==> src/rtl/dms_pkg.sv <==
// Shared definitions for the DMS transmit encoder: FSM state encoding,
// key-width limits, default symbol timing and the key-width helper.
package dms_pkg;

  typedef enum logic [2:0] {
    IDLE   = 3'd0,
    CFG_N  = 3'd1,
    CFG_D  = 3'd2,
    CFG_C  = 3'd3,
    SYM_HI = 3'd4,
    SYM_LO = 3'd5,
    CLOSE  = 3'd6
  } dms_state_e;

  localparam int MAX_W         = 32;
  localparam int MAX_LOG2W_DEF = 5;
  localparam int SYM_LEN_DEF   = 16;
  localparam int SHORT_LEN_DEF = 4;

  // Key width W = 2^n; only called with n <= 5, so the result fits in 6 bits.
  function automatic logic [5:0] key_width(input logic [3:0] n);
    return 6'd1 << n;
  endfunction

endpackage

==> src/rtl/dms_sym_timer.sv <==
// Loadable 6-bit down-counter timing one HI or LO segment of a data symbol.
// Loading L-1 gives a segment of L clocks; done marks the segment's last clock.
module dms_sym_timer (
  input  logic       clk,
  input  logic       reset,
  input  logic       load,
  input  logic [5:0] load_val,
  output logic       done,
  output logic       done_next
);

  logic [5:0] cnt;

  // Count down to the terminal count and park there until reloaded.
  always_ff @(posedge clk or negedge reset) begin
    if (!reset) begin
      cnt <= 6'd0;
    end else if (load) begin
      cnt <= load_val;
    end else if (cnt != 6'd0) begin
      cnt <= cnt - 6'd1;
    end
  end

  assign done = (cnt == 6'd0);

  // Lets the owner register "last clock of segment" outputs one cycle early.
  assign done_next = load ? (load_val == 6'd0) : (cnt <= 6'd1);

endmodule

==> src/rtl/dms_encoder.sv <==
// Transmit-side line encoder feeding the SAM decoder: serialises the key
// configuration (n, d, capsN) with mode=1, then sends data frames as
// pulse-width-coded symbols with mode=0. All outputs come straight from flops.
//
// state  | meaning
// -------+------------------------------------------------------------
// IDLE   | line parked high; accepts a config request or a frame's first bit
// CFG_N  | shifting n[3]..n[0]
// CFG_D  | shifting d[W-1]..d[0]
// CFG_C  | shifting caps[W-1]..caps[0]
// SYM_HI | high segment of a symbol (also used by the sync symbol)
// SYM_LO | low segment of a symbol, or the one-cycle lead-in before sync
// CLOSE  | single high cycle giving the decoder its terminating rising edge
module dms_encoder
  import dms_pkg::*;
#(
  parameter int MAX_LOG2W = MAX_LOG2W_DEF,
  parameter int SYM_LEN   = SYM_LEN_DEF,
  parameter int SHORT_LEN = SHORT_LEN_DEF
) (
  input  logic        clk,
  input  logic        reset,
  input  logic        cfg_start,
  input  logic [3:0]  cfg_n,
  input  logic [31:0] cfg_d,
  input  logic [31:0] cfg_caps,
  output logic        cfg_err,
  output logic        configured,
  input  logic        tx_valid,
  input  logic        tx_bit,
  input  logic        tx_last,
  output logic        tx_ready,
  output logic        underrun,
  output logic        busy,
  output logic        mode,
  output logic        str
);

  localparam logic [5:0] SHORT_LD = 6'(SHORT_LEN - 1);
  localparam logic [5:0] LONG_LD  = 6'(SYM_LEN - SHORT_LEN - 1);

  dms_state_e  state, state_nx;
  logic [5:0]  bit_cnt, bit_cnt_nx;
  logic [3:0]  n_r, n_nx;
  logic [31:0] d_r, d_nx;
  logic [31:0] caps_r, caps_nx;
  logic        configured_nx;

  // One-entry buffer: the frame's first bit waits here during sync, and a bit
  // accepted while another is still queued waits here for its symbol.
  logic        hold_vld, hold_vld_nx;
  logic        hold_bit, hold_bit_nx;
  logic        hold_last, hold_last_nx;

  // Symbol currently on the line; lead marks the lead-in low cycle.
  logic        cur_bit, cur_bit_nx;
  logic        cur_last, cur_last_nx;
  logic        lead, lead_nx;

  logic        str_nx, mode_nx, busy_nx, tx_ready_nx, cfg_err_nx, underrun_nx;

  logic        tmr_load;
  logic [5:0]  tmr_val;
  logic        tmr_done, tmr_done_nx;
  logic        hs;

  assign hs = tx_valid & tx_ready;

  dms_sym_timer u_timer (
    .clk       (clk),
    .reset     (reset),
    .load      (tmr_load),
    .load_val  (tmr_val),
    .done      (tmr_done),
    .done_next (tmr_done_nx)
  );

  // Length of the high segment for a symbol carrying bit b, as a timer load.
  function automatic logic [5:0] hi_ld(input logic b);
    return b ? LONG_LD : SHORT_LD;
  endfunction

  // State register plus every output and working register.
  always_ff @(posedge clk or negedge reset) begin
    if (!reset) begin
      state      <= IDLE;
      bit_cnt    <= 6'd0;
      n_r        <= 4'd0;
      d_r        <= 32'd0;
      caps_r     <= 32'd0;
      configured <= 1'b0;
      hold_vld   <= 1'b0;
      hold_bit   <= 1'b0;
      hold_last  <= 1'b0;
      cur_bit    <= 1'b0;
      cur_last   <= 1'b0;
      lead       <= 1'b0;
      str        <= 1'b1;
      mode       <= 1'b0;
      busy       <= 1'b0;
      tx_ready   <= 1'b0;
      cfg_err    <= 1'b0;
      underrun   <= 1'b0;
    end else begin
      state      <= state_nx;
      bit_cnt    <= bit_cnt_nx;
      n_r        <= n_nx;
      d_r        <= d_nx;
      caps_r     <= caps_nx;
      configured <= configured_nx;
      hold_vld   <= hold_vld_nx;
      hold_bit   <= hold_bit_nx;
      hold_last  <= hold_last_nx;
      cur_bit    <= cur_bit_nx;
      cur_last   <= cur_last_nx;
      lead       <= lead_nx;
      str        <= str_nx;
      mode       <= mode_nx;
      busy       <= busy_nx;
      tx_ready   <= tx_ready_nx;
      cfg_err    <= cfg_err_nx;
      underrun   <= underrun_nx;
    end
  end

  // Next-state logic: config shifting, symbol segment sequencing, frame flow.
  always_comb begin
    state_nx      = state;
    bit_cnt_nx    = bit_cnt;
    n_nx          = n_r;
    d_nx          = d_r;
    caps_nx       = caps_r;
    configured_nx = configured;
    hold_vld_nx   = hold_vld;
    hold_bit_nx   = hold_bit;
    hold_last_nx  = hold_last;
    cur_bit_nx    = cur_bit;
    cur_last_nx   = cur_last;
    lead_nx       = lead;
    tmr_load      = 1'b0;
    tmr_val       = 6'd0;
    cfg_err_nx    = 1'b0;
    underrun_nx   = 1'b0;

    case (state)
      IDLE: begin
        if (cfg_start) begin
          if (cfg_n > 4'(MAX_LOG2W)) begin
            cfg_err_nx = 1'b1;
          end else begin
            n_nx          = cfg_n;
            d_nx          = cfg_d;
            caps_nx       = cfg_caps;
            configured_nx = 1'b0;
            bit_cnt_nx    = 6'd3;
            state_nx      = CFG_N;
          end
        end else if (hs) begin
          // Queue the bit and open the frame with lead-in low, then sync (a 0).
          hold_vld_nx  = 1'b1;
          hold_bit_nx  = tx_bit;
          hold_last_nx = tx_last;
          cur_bit_nx   = 1'b0;
          cur_last_nx  = 1'b0;
          lead_nx      = 1'b1;
          tmr_load     = 1'b1;
          tmr_val      = 6'd0;
          state_nx     = SYM_LO;
        end
      end

      CFG_N: begin
        if (bit_cnt != 6'd0) begin
          bit_cnt_nx = bit_cnt - 6'd1;
        end else begin
          bit_cnt_nx = key_width(n_r) - 6'd1;
          state_nx   = CFG_D;
        end
      end

      CFG_D: begin
        if (bit_cnt != 6'd0) begin
          bit_cnt_nx = bit_cnt - 6'd1;
        end else begin
          bit_cnt_nx = key_width(n_r) - 6'd1;
          state_nx   = CFG_C;
        end
      end

      CFG_C: begin
        if (bit_cnt != 6'd0) begin
          bit_cnt_nx = bit_cnt - 6'd1;
        end else begin
          configured_nx = 1'b1;
          state_nx      = IDLE;
        end
      end

      SYM_HI: begin
        if (tmr_done) begin
          tmr_load = 1'b1;
          tmr_val  = cur_bit ? SHORT_LD : LONG_LD;
          state_nx = SYM_LO;
        end
      end

      SYM_LO: begin
        if (tmr_done) begin
          if (lead) begin
            lead_nx  = 1'b0;
            tmr_load = 1'b1;
            tmr_val  = hi_ld(cur_bit);
            state_nx = SYM_HI;
          end else if (cur_last) begin
            state_nx = CLOSE;
          end else if (hold_vld) begin
            cur_bit_nx  = hold_bit;
            cur_last_nx = hold_last;
            tmr_load    = 1'b1;
            tmr_val     = hi_ld(hold_bit);
            state_nx    = SYM_HI;
            if (hs) begin
              hold_bit_nx  = tx_bit;
              hold_last_nx = tx_last;
            end else begin
              hold_vld_nx = 1'b0;
            end
          end else if (hs) begin
            cur_bit_nx  = tx_bit;
            cur_last_nx = tx_last;
            tmr_load    = 1'b1;
            tmr_val     = hi_ld(tx_bit);
            state_nx    = SYM_HI;
          end else begin
            underrun_nx = 1'b1;
            state_nx    = CLOSE;
          end
        end
      end

      CLOSE: begin
        // A bit accepted while the frame's last bit was being launched has no
        // frame to belong to and is dropped here.
        hold_vld_nx = 1'b0;
        cur_last_nx = 1'b0;
        state_nx    = IDLE;
      end

      default: begin
        state_nx = IDLE;
      end
    endcase
  end

  // Output values for the next cycle, derived from where the FSM is heading.
  always_comb begin
    case (state_nx)
      CFG_N:   str_nx = n_nx[bit_cnt_nx[1:0]];
      CFG_D:   str_nx = d_nx[bit_cnt_nx[4:0]];
      CFG_C:   str_nx = caps_nx[bit_cnt_nx[4:0]];
      SYM_LO:  str_nx = 1'b0;
      default: str_nx = 1'b1;
    endcase
    mode_nx = (state_nx == CFG_N) || (state_nx == CFG_D) || (state_nx == CFG_C);
    busy_nx = (state_nx != IDLE);
    if (state_nx == IDLE) begin
      tx_ready_nx = configured_nx;
    end else begin
      tx_ready_nx = (state_nx == SYM_LO) && !lead_nx && !cur_last_nx && tmr_done_nx;
    end
  end

endmodule

==> config.mk <==
export PLATFORM = sky130hd
export DESIGN_NAME = dms_encoder
export DESIGN_NICKNAME = d
export VERILOG_FILES = /design/src/rtl/dms_pkg.sv /design/src/rtl/dms_sym_timer.sv /design/src/rtl/dms_encoder.sv
export SDC_FILE = /design/constraint.sdc
export NUM_CORES = 1
export LEC_CHECK = 0
export CORE_AREA = 2 2 104 181
export DETAILED_ROUTE_END_ITERATION = 16
export DIE_AREA = 0 0 106 183
export PLACE_DENSITY = 0.47
export SETUP_SLACK_MARGIN = 0.2
export SLEW_MARGIN = 30
export SYNTH_ARGS = -nofsm -noshare
export SYNTH_HDL_FRONTEND = slang
export SYNTH_SLANG_ARGS = --single-unit
==> constraint.sdc <==
create_clock -name clk -period 7.1 [get_ports clk]
set_input_delay 1.42 -clock clk [delete_from_list [all_inputs] [get_ports clk]]
set_output_delay 1.42 -clock clk [all_outputs]
set_load 0.005 [all_outputs]
==> results of run 1 <==
-- cell type report --
cell class                 instances  area [µm²]
fill                            1845       11400
multi-input combinational        435        2610
sequential                        96        2400
timing repair buffer              88         858
tap                              234         293
clock buffer                       9         225
clock inverter                     7        73.8
inverter                          19        73.8
-- registers in the layout, summed over array words and instances, names as in the netlist, 3 cells and up --
register	cells
bit_cnt	6
u_timer.cnt	6
d_r	32
n_r	4
state	3
caps_r	32
-- layout by cell type, fill, tap and decap left out, drive strengths merged, types with 8 or more instances in the layout --
| cell type | netlist | layout |
|---|---|---|
| nor3 | 9 | 9 |
| dfrtp | 95 | 95 |
| buf | 14 | 9 |
| or3 | 14 | 14 |
| mux2 | 19 | 19 |
| clkdlybuf4s50 | 0 | 79 |
| o2111ai | 12 | 12 |
| o311ai | 9 | 9 |
| nor2 | 50 | 50 |
| a21o | 8 | 8 |
| clkbuf | 15 | 9 |
| a21oi | 19 | 19 |
| o211ai | 11 | 11 |
| nor4 | 8 | 8 |
| mux2i | 15 | 15 |
| o21ai | 14 | 14 |
| inv | 19 | 22 |
| nand2 | 165 | 165 |
-- through the flow --
step                      hold slack [ns]  cells  cell area [µm²]  utilization  setup WS [ns]
final                               0.477    888             6540        0.364           2.67
after global routing                0.503    888             6540        0.364           2.38
after CTS                           0.479    888             6540        0.364           2.64
after detailed placement            0.457    872             6240        0.347           2.26
after global placement              0.459    872             6240        0.347           2.38
after floorplan                     0.437    580             5290            -           3.66
-- worst min-delay path: stages (launching register included) --
cell and delay [ns]:
dfrtp_1 0.32, nand2_1 0.05, nand2_1 0.07
-- worst paths after layout --
check | startpoint | to | slack, ns | cells past startpoint
worst max-delay path | cfg_n[1] | str | 2.67 | 10
worst min-delay path | caps_r[22] | caps_r[22] | 0.48 | 2
worst max register to register | state[1] | str | 3.48 | 9
worst min register to register | caps_r[22] | caps_r[22] | 0.48 | 2
max in group asynchronous | reset | hold_last | 4.88 | 2
min in group asynchronous | reset | cfg_err | 1.08 | 1
-- synth_stat cells, types with 6 or more instances --
master	n	share of area
a21o_1	8	0.011
a21oi_1	19	0.018
clkbuf_1	14	0.0099
dfrtp_1	95	0.45
inv_1	17	0.012
mux2_2	19	0.040
mux2i_1	15	0.028
nand2_1	165	0.12
nand3_1	6	0.0057
nor2_1	48	0.034
nor3_1	8	0.0076
nor4_1	8	0.0095
o2111ai_1	12	0.020
o211ai_1	11	0.016
o21ai_0	13	0.012
or3_1	13	0.015
-- logic make-up after synthesis --
group,count (synthesis),share of synthesized area
simple gates,282,0.245
xor+xnor,6,0.00994
compound gates,109,0.160
buf+inv,49,0.0523
mux,34,0.0688
flops,96,0.454
fa+ha+maj,4,0.00946
-- per-layer routing --
layer | GRT usage | part of all wire | vias to the layer above
li1 | - | - | 2176
met1 | 0.187 | 0.37 | 2196
met2 | 0.342 | 0.58 | 93
met3 | 0.0210 | 0.028 | 19
met4 | 0.0611 | 0.022 | 0
met5 | 0 | 0 | -
-- power by group through the flow --
stage	registers, W	logic (W)	clock network, W
3_3_place_gp	0.000557	0.0000573	0
4_1_cts	0.000546	0.0000573	0.000507
6_report	0.000546	0.0000557	0.000492
2_1_floorplan	0.000557	0.00000128	0
3_5_place_dp	0.000557	0.0000572	0
5_1_grt	0.000546	0.0000603	0.000529
==> flow_metrics.py, run 1 <==
metrics = {
    "critical_path": {
        "cp_cell_sequence": "clkdlybuf4s50_1 > a21oi_1 > and4_2 > buf_4 > mux2_2 > or3_1 > o211ai_1 > a22oi_1 > o2111ai_1 > nand4_1",
        "cp_max_fo": 41,
        "cp.arrival_ns": 4.69,
        "worstPathRequired_ns": 7.36,
        "path_class": "input port to register",
        "startpoint_type": "input port",
        "cpPeakStageDelay_ns": 0.83,
        "critical_path.top_delay_family": "simple AND/OR/NAND/NOR gates",
        "slowest_stage": "and4_2",
        "cp_num_buf_inv": 2,
        "end_kind": "register",
    },
    "global_routing": {
        "antenna_found_initial": 0,
        "grt_pass1_vias": 4650,
        "grt_overflow": 0,
        "grt_start_max_net_pins": 52,
        "gr-usage-all-layers": 0.174,
        "grt_pass1_wl_um": 25700,
    },
    "detailed_routing": {
        "wirelength_um": 16400,
        "routed_via_density": 5.05,
        "drc": 0,
        "vias": 4484,
        "ant_nets": 0,
        "first_pass_iters": 5,
        "post_drt_wl_per_cell_um": 18.5,
        "drtIter0Drc": 254,
    },
    "placement": {
        "gp_congestion": 0.840,
        "place_hpwl_um": 12600,
        "portBuffers": 80,
    },
    "die": {
        "pin_count": 81,
        "rows": 65,
        "dieHeight_um": 183,
        "core_um2": 18000,
        "die_w_um": 106,
        "dieArea_um2": 19400,
        "start_util": 0.294,
    },
    "pwr": {
        "comb_power_share": 0.051,
        "p_int_w": 0.000831,
        "p_sw_frac": 0.240,
        "seq_power_share": 0.499,
        "p_clk_frac": 0.450,
        "power.density_nw_per_um2": 167,
        "p_sw_w": 0.000263,
        "p_leak_nw": 2.97,
        "power_w": 0.00109,
        "ir_drop_mv": 0.109,
    },
    "timing": {
        "final_hold_viol_count": 0,
        "relSlewSlack": 0.444,
        "finalCritPeriodShare": 0.624,
        "fmax_mhz": 226,
        "fin_skew_ns": 0.00690,
        "rsz0062_at_grt": "no",
        "finalSetupViolations": 0,
        "layout_min_cycle_time_ns": 4.43,
        "setup_tns_ns": 0,
        "slew_viol_final": 0,
        "worst-slew-pin-transition_ns": 0.828,
    },
    "clocking": {
        "ctsHoldBuffers": 0,
        "clk_path_buf_depth": 2,
        "cts_tree": "yes",
        "numCtsBuffers": 9,
        "cts_sinks": 96,
        "post_cts_resized": 0,
        "clk_pin_slew_worst_paths_ns": 0.08,
        "clock-root-buffer": "clkbuf_16",
        "insertion_delay_ns": 0.35,
        "post-cts-setup-buffers": 0,
        "cts_max_level": 3,
    },
    "synth": {
        "synth_edf_count": 0,
        "synthCells": 580,
        "async_flop_share": 1.00,
        "synthesis.area_um2": 5290,
        "synth-main-ff-cell": "dfrtp_1",
        "ys_types": 79,
        "seq_area_frac_synth": 0.454,
        "yosys_warnings": 0,
        "synth.avg_cell_area_um2": 9.12,
        "synth_seq_cells": 96,
        "synth_nets": 658,
    },
    "finish": {
        "layout-drive-gt1-share": 0.104,
        "num_antenna_cells": 0,
        "finalNetCount": 727,
        "syn_to_final_growth_pct": 23.6,
    },
    "run_status": {
        "status": "complete, no violations",
    },
    "run": {
        "cap_violations": 0,
    },
    "min_path": {
        "hp-class": "register to register",
    },
}
No activity file was read; power rests on OpenSTA's default activity.
==> inputs of run 2 (changes only) <==
==> constraint.sdc (replaced) <==
create_clock -name clk -period 4.44 [get_ports clk]
set_input_delay 0.888 -clock clk [delete_from_list [all_inputs] [get_ports clk]]
set_output_delay 0.888 -clock clk [all_outputs]
set_load 0.005 [all_outputs]
==> flow_metrics.py, run 2 (same netlist as run 1, synthesis figures left out) <==
metrics = {
    "run_status": {
        "status": "complete, no violations",
    },
    "pwr": {
        "power_w": 0.00172,
        "p_sw_frac": 0.231,
        "p_clk_frac": 0.441,
        "power.density_nw_per_um2": 262,
        "p_int_w": 0.00132,
        "p_sw_w": 0.000398,
        "ir_drop_mv": 0.151,
        "p_leak_nw": 2.98,
        "comb_power_share": 0.050,
        "seq_power_share": 0.508,
    },
    "detailed_routing": {
        "first_pass_iters": 4,
        "wirelength_um": 15900,
        "ant_nets": 0,
        "drc": 0,
        "post_drt_wl_per_cell_um": 17.9,
        "routed_via_density": 5.04,
        "vias": 4494,
        "drtIter0Drc": 217,
    },
    "global_routing": {
        "grt_pass1_wl_um": 25100,
        "gr-usage-all-layers": 0.170,
        "grt_pass1_vias": 4758,
        "grt_start_max_net_pins": 46,
        "antenna_found_initial": 0,
        "grt_overflow": 0,
    },
    "die": {
        "pin_count": 81,
        "rows": 65,
        "dieHeight_um": 183,
        "die_w_um": 106,
        "dieArea_um2": 19400,
        "core_um2": 18000,
        "start_util": 0.294,
    },
    "critical_path": {
        "r2r_slack_ns": 1.08,
        "critPathLaunch": "cfg_n[1]",
        "startpoint_type": "input port",
        "rr_worst_depth": 9,
        "end_kind": "register",
        "worstPathRequired_ns": 4.69,
        "cp_max_fo": 26,
        "reg2reg_from": "state[1]",
        "reg2reg_to": "str",
        "path_class": "input port to register",
        "cp.arrival_ns": 3.79,
    },
    "finish": {
        "final_core_util": 0.365,
        "num_antenna_cells": 0,
        "layout-drive-gt1-share": 0.110,
        "final_common_cell": "nand2_1",
        "syn_to_final_growth_pct": 23.9,
        "top_regs": "caps_r (32), d_r (32)",
        "finalNetCount": 730,
        "fillers": 1842,
        "final_cell_mix": "165 x nand2_1, 95 x dfrtp_1, 79 x clkdlybuf4s50_1",
    },
    "timing": {
        "setup_tns_ns": 0,
        "slew_viol_final": 0,
        "worst-slew-pin-transition_ns": 0.791,
        "finalCritPeriodShare": 0.797,
        "fin_skew_ns": 0.00612,
        "layout_min_cycle_time_ns": 3.54,
        "rsz0062_at_grt": "no",
        "relSlewSlack": 0.468,
        "fmax_mhz": 283,
        "finalSetupViolations": 0,
        "final_hold_viol_count": 0,
    },
    "placement": {
        "portBuffers": 80,
        "gp_congestion": 0.920,
        "place_hpwl_um": 12500,
    },
    "clocking": {
        "clk_pin_slew_worst_paths_ns": 0.07,
        "clk_path_buf_depth": 2,
        "cts_tree": "yes",
        "post_cts_resized": 0,
        "ctsHoldBuffers": 0,
        "cts_sinks": 96,
        "cts_max_level": 3,
        "clock-root-buffer": "clkbuf_16",
        "insertion_delay_ns": 0.35,
        "numCtsBuffers": 9,
        "post-cts-setup-buffers": 0,
    },
    "run": {
        "cap_violations": 0,
    },
    "min_path": {
        "hp-class": "input port to asynchronous set/reset pin",
    },
}
## run 2: changes by cell type in the layout (fill, tap and decap cells not counted), sizes merged
| cell | previous run | this run |
|---|---|---|
| buf | 9 | 12 |
## run 2: worst max-delay path, stage by stage
cell,delay [ns]
clkdlybuf4s50_1,0.44
a21oi_1,0.26
and4_2,0.58
buf_4,0.37
mux2_2,0.39
or3_1,0.31
o211ai_1,0.10
a22oi_1,0.09
o2111ai_1,0.21
nand4_1,0.13
## run 2: how the worst max path moves through the flow
stage,end,slack (ns)
after floorplan,str,1.53
after global placement,str,0.48
after detailed placement,str,0.56
after CTS,str,0.93
after global routing,str,0.70
final,str,0.90
## run 2: metrics by stage
| stage | hold WS [ns] | cell area, µm² | cells | setup slack, ns |
|---|---|---|---|---|
| floorplan | 0.437 | 5290 | 580 | 1.53 |
| global placement | 0.459 | 6260 | 875 | 0.480 |
| detailed placement | 0.457 | 6270 | 875 | 0.560 |
| CTS | 0.396 | 6550 | 891 | 0.930 |
| global route | 0.397 | 6550 | 891 | 0.701 |
| finish | 0.395 | 6550 | 891 | 0.903 |
## run 2: power by group through the flow
stage / registers [W] / clock network, W / logic, W
after floorplan: 0.000891 / 0 / 0.00000205
after global placement: 0.000891 / 0 / 0.0000881
after detailed placement: 0.000891 / 0 / 0.0000888
after CTS: 0.000874 / 0.000779 / 0.0000892
after global routing: 0.000873 / 0.000818 / 0.0000950
final: 0.000874 / 0.000759 / 0.0000868
## run 2: area by class of cell
class | count | area (µm²) | share of cell area
multi-input combinational | 435 | 2620 | 0.399
sequential | 96 | 2400 | 0.367
timing repair buffer | 91 | 881 | 0.134
tap | 234 | 293 | 0.0447
clock buffer | 9 | 225 | 0.0344
inverter | 19 | 73.8 | 0.0113
clock inverter | 7 | 62.6 | 0.00955
## run 2: per-layer routing
| layer | vias to the layer above | part of all wire | track usage | wire length, µm |
|---|---|---|---|---|
| met5 | - | 0 | 0 | 0 |
| met4 | 0 | 0.035 | 0.0789 | 564 |
| met3 | 27 | 0.031 | 0.0249 | 492 |
| met2 | 119 | 0.57 | 0.330 | 9020 |
| met1 | 2159 | 0.37 | 0.175 | 5830 |
| li1 | 2189 | - | - | - |
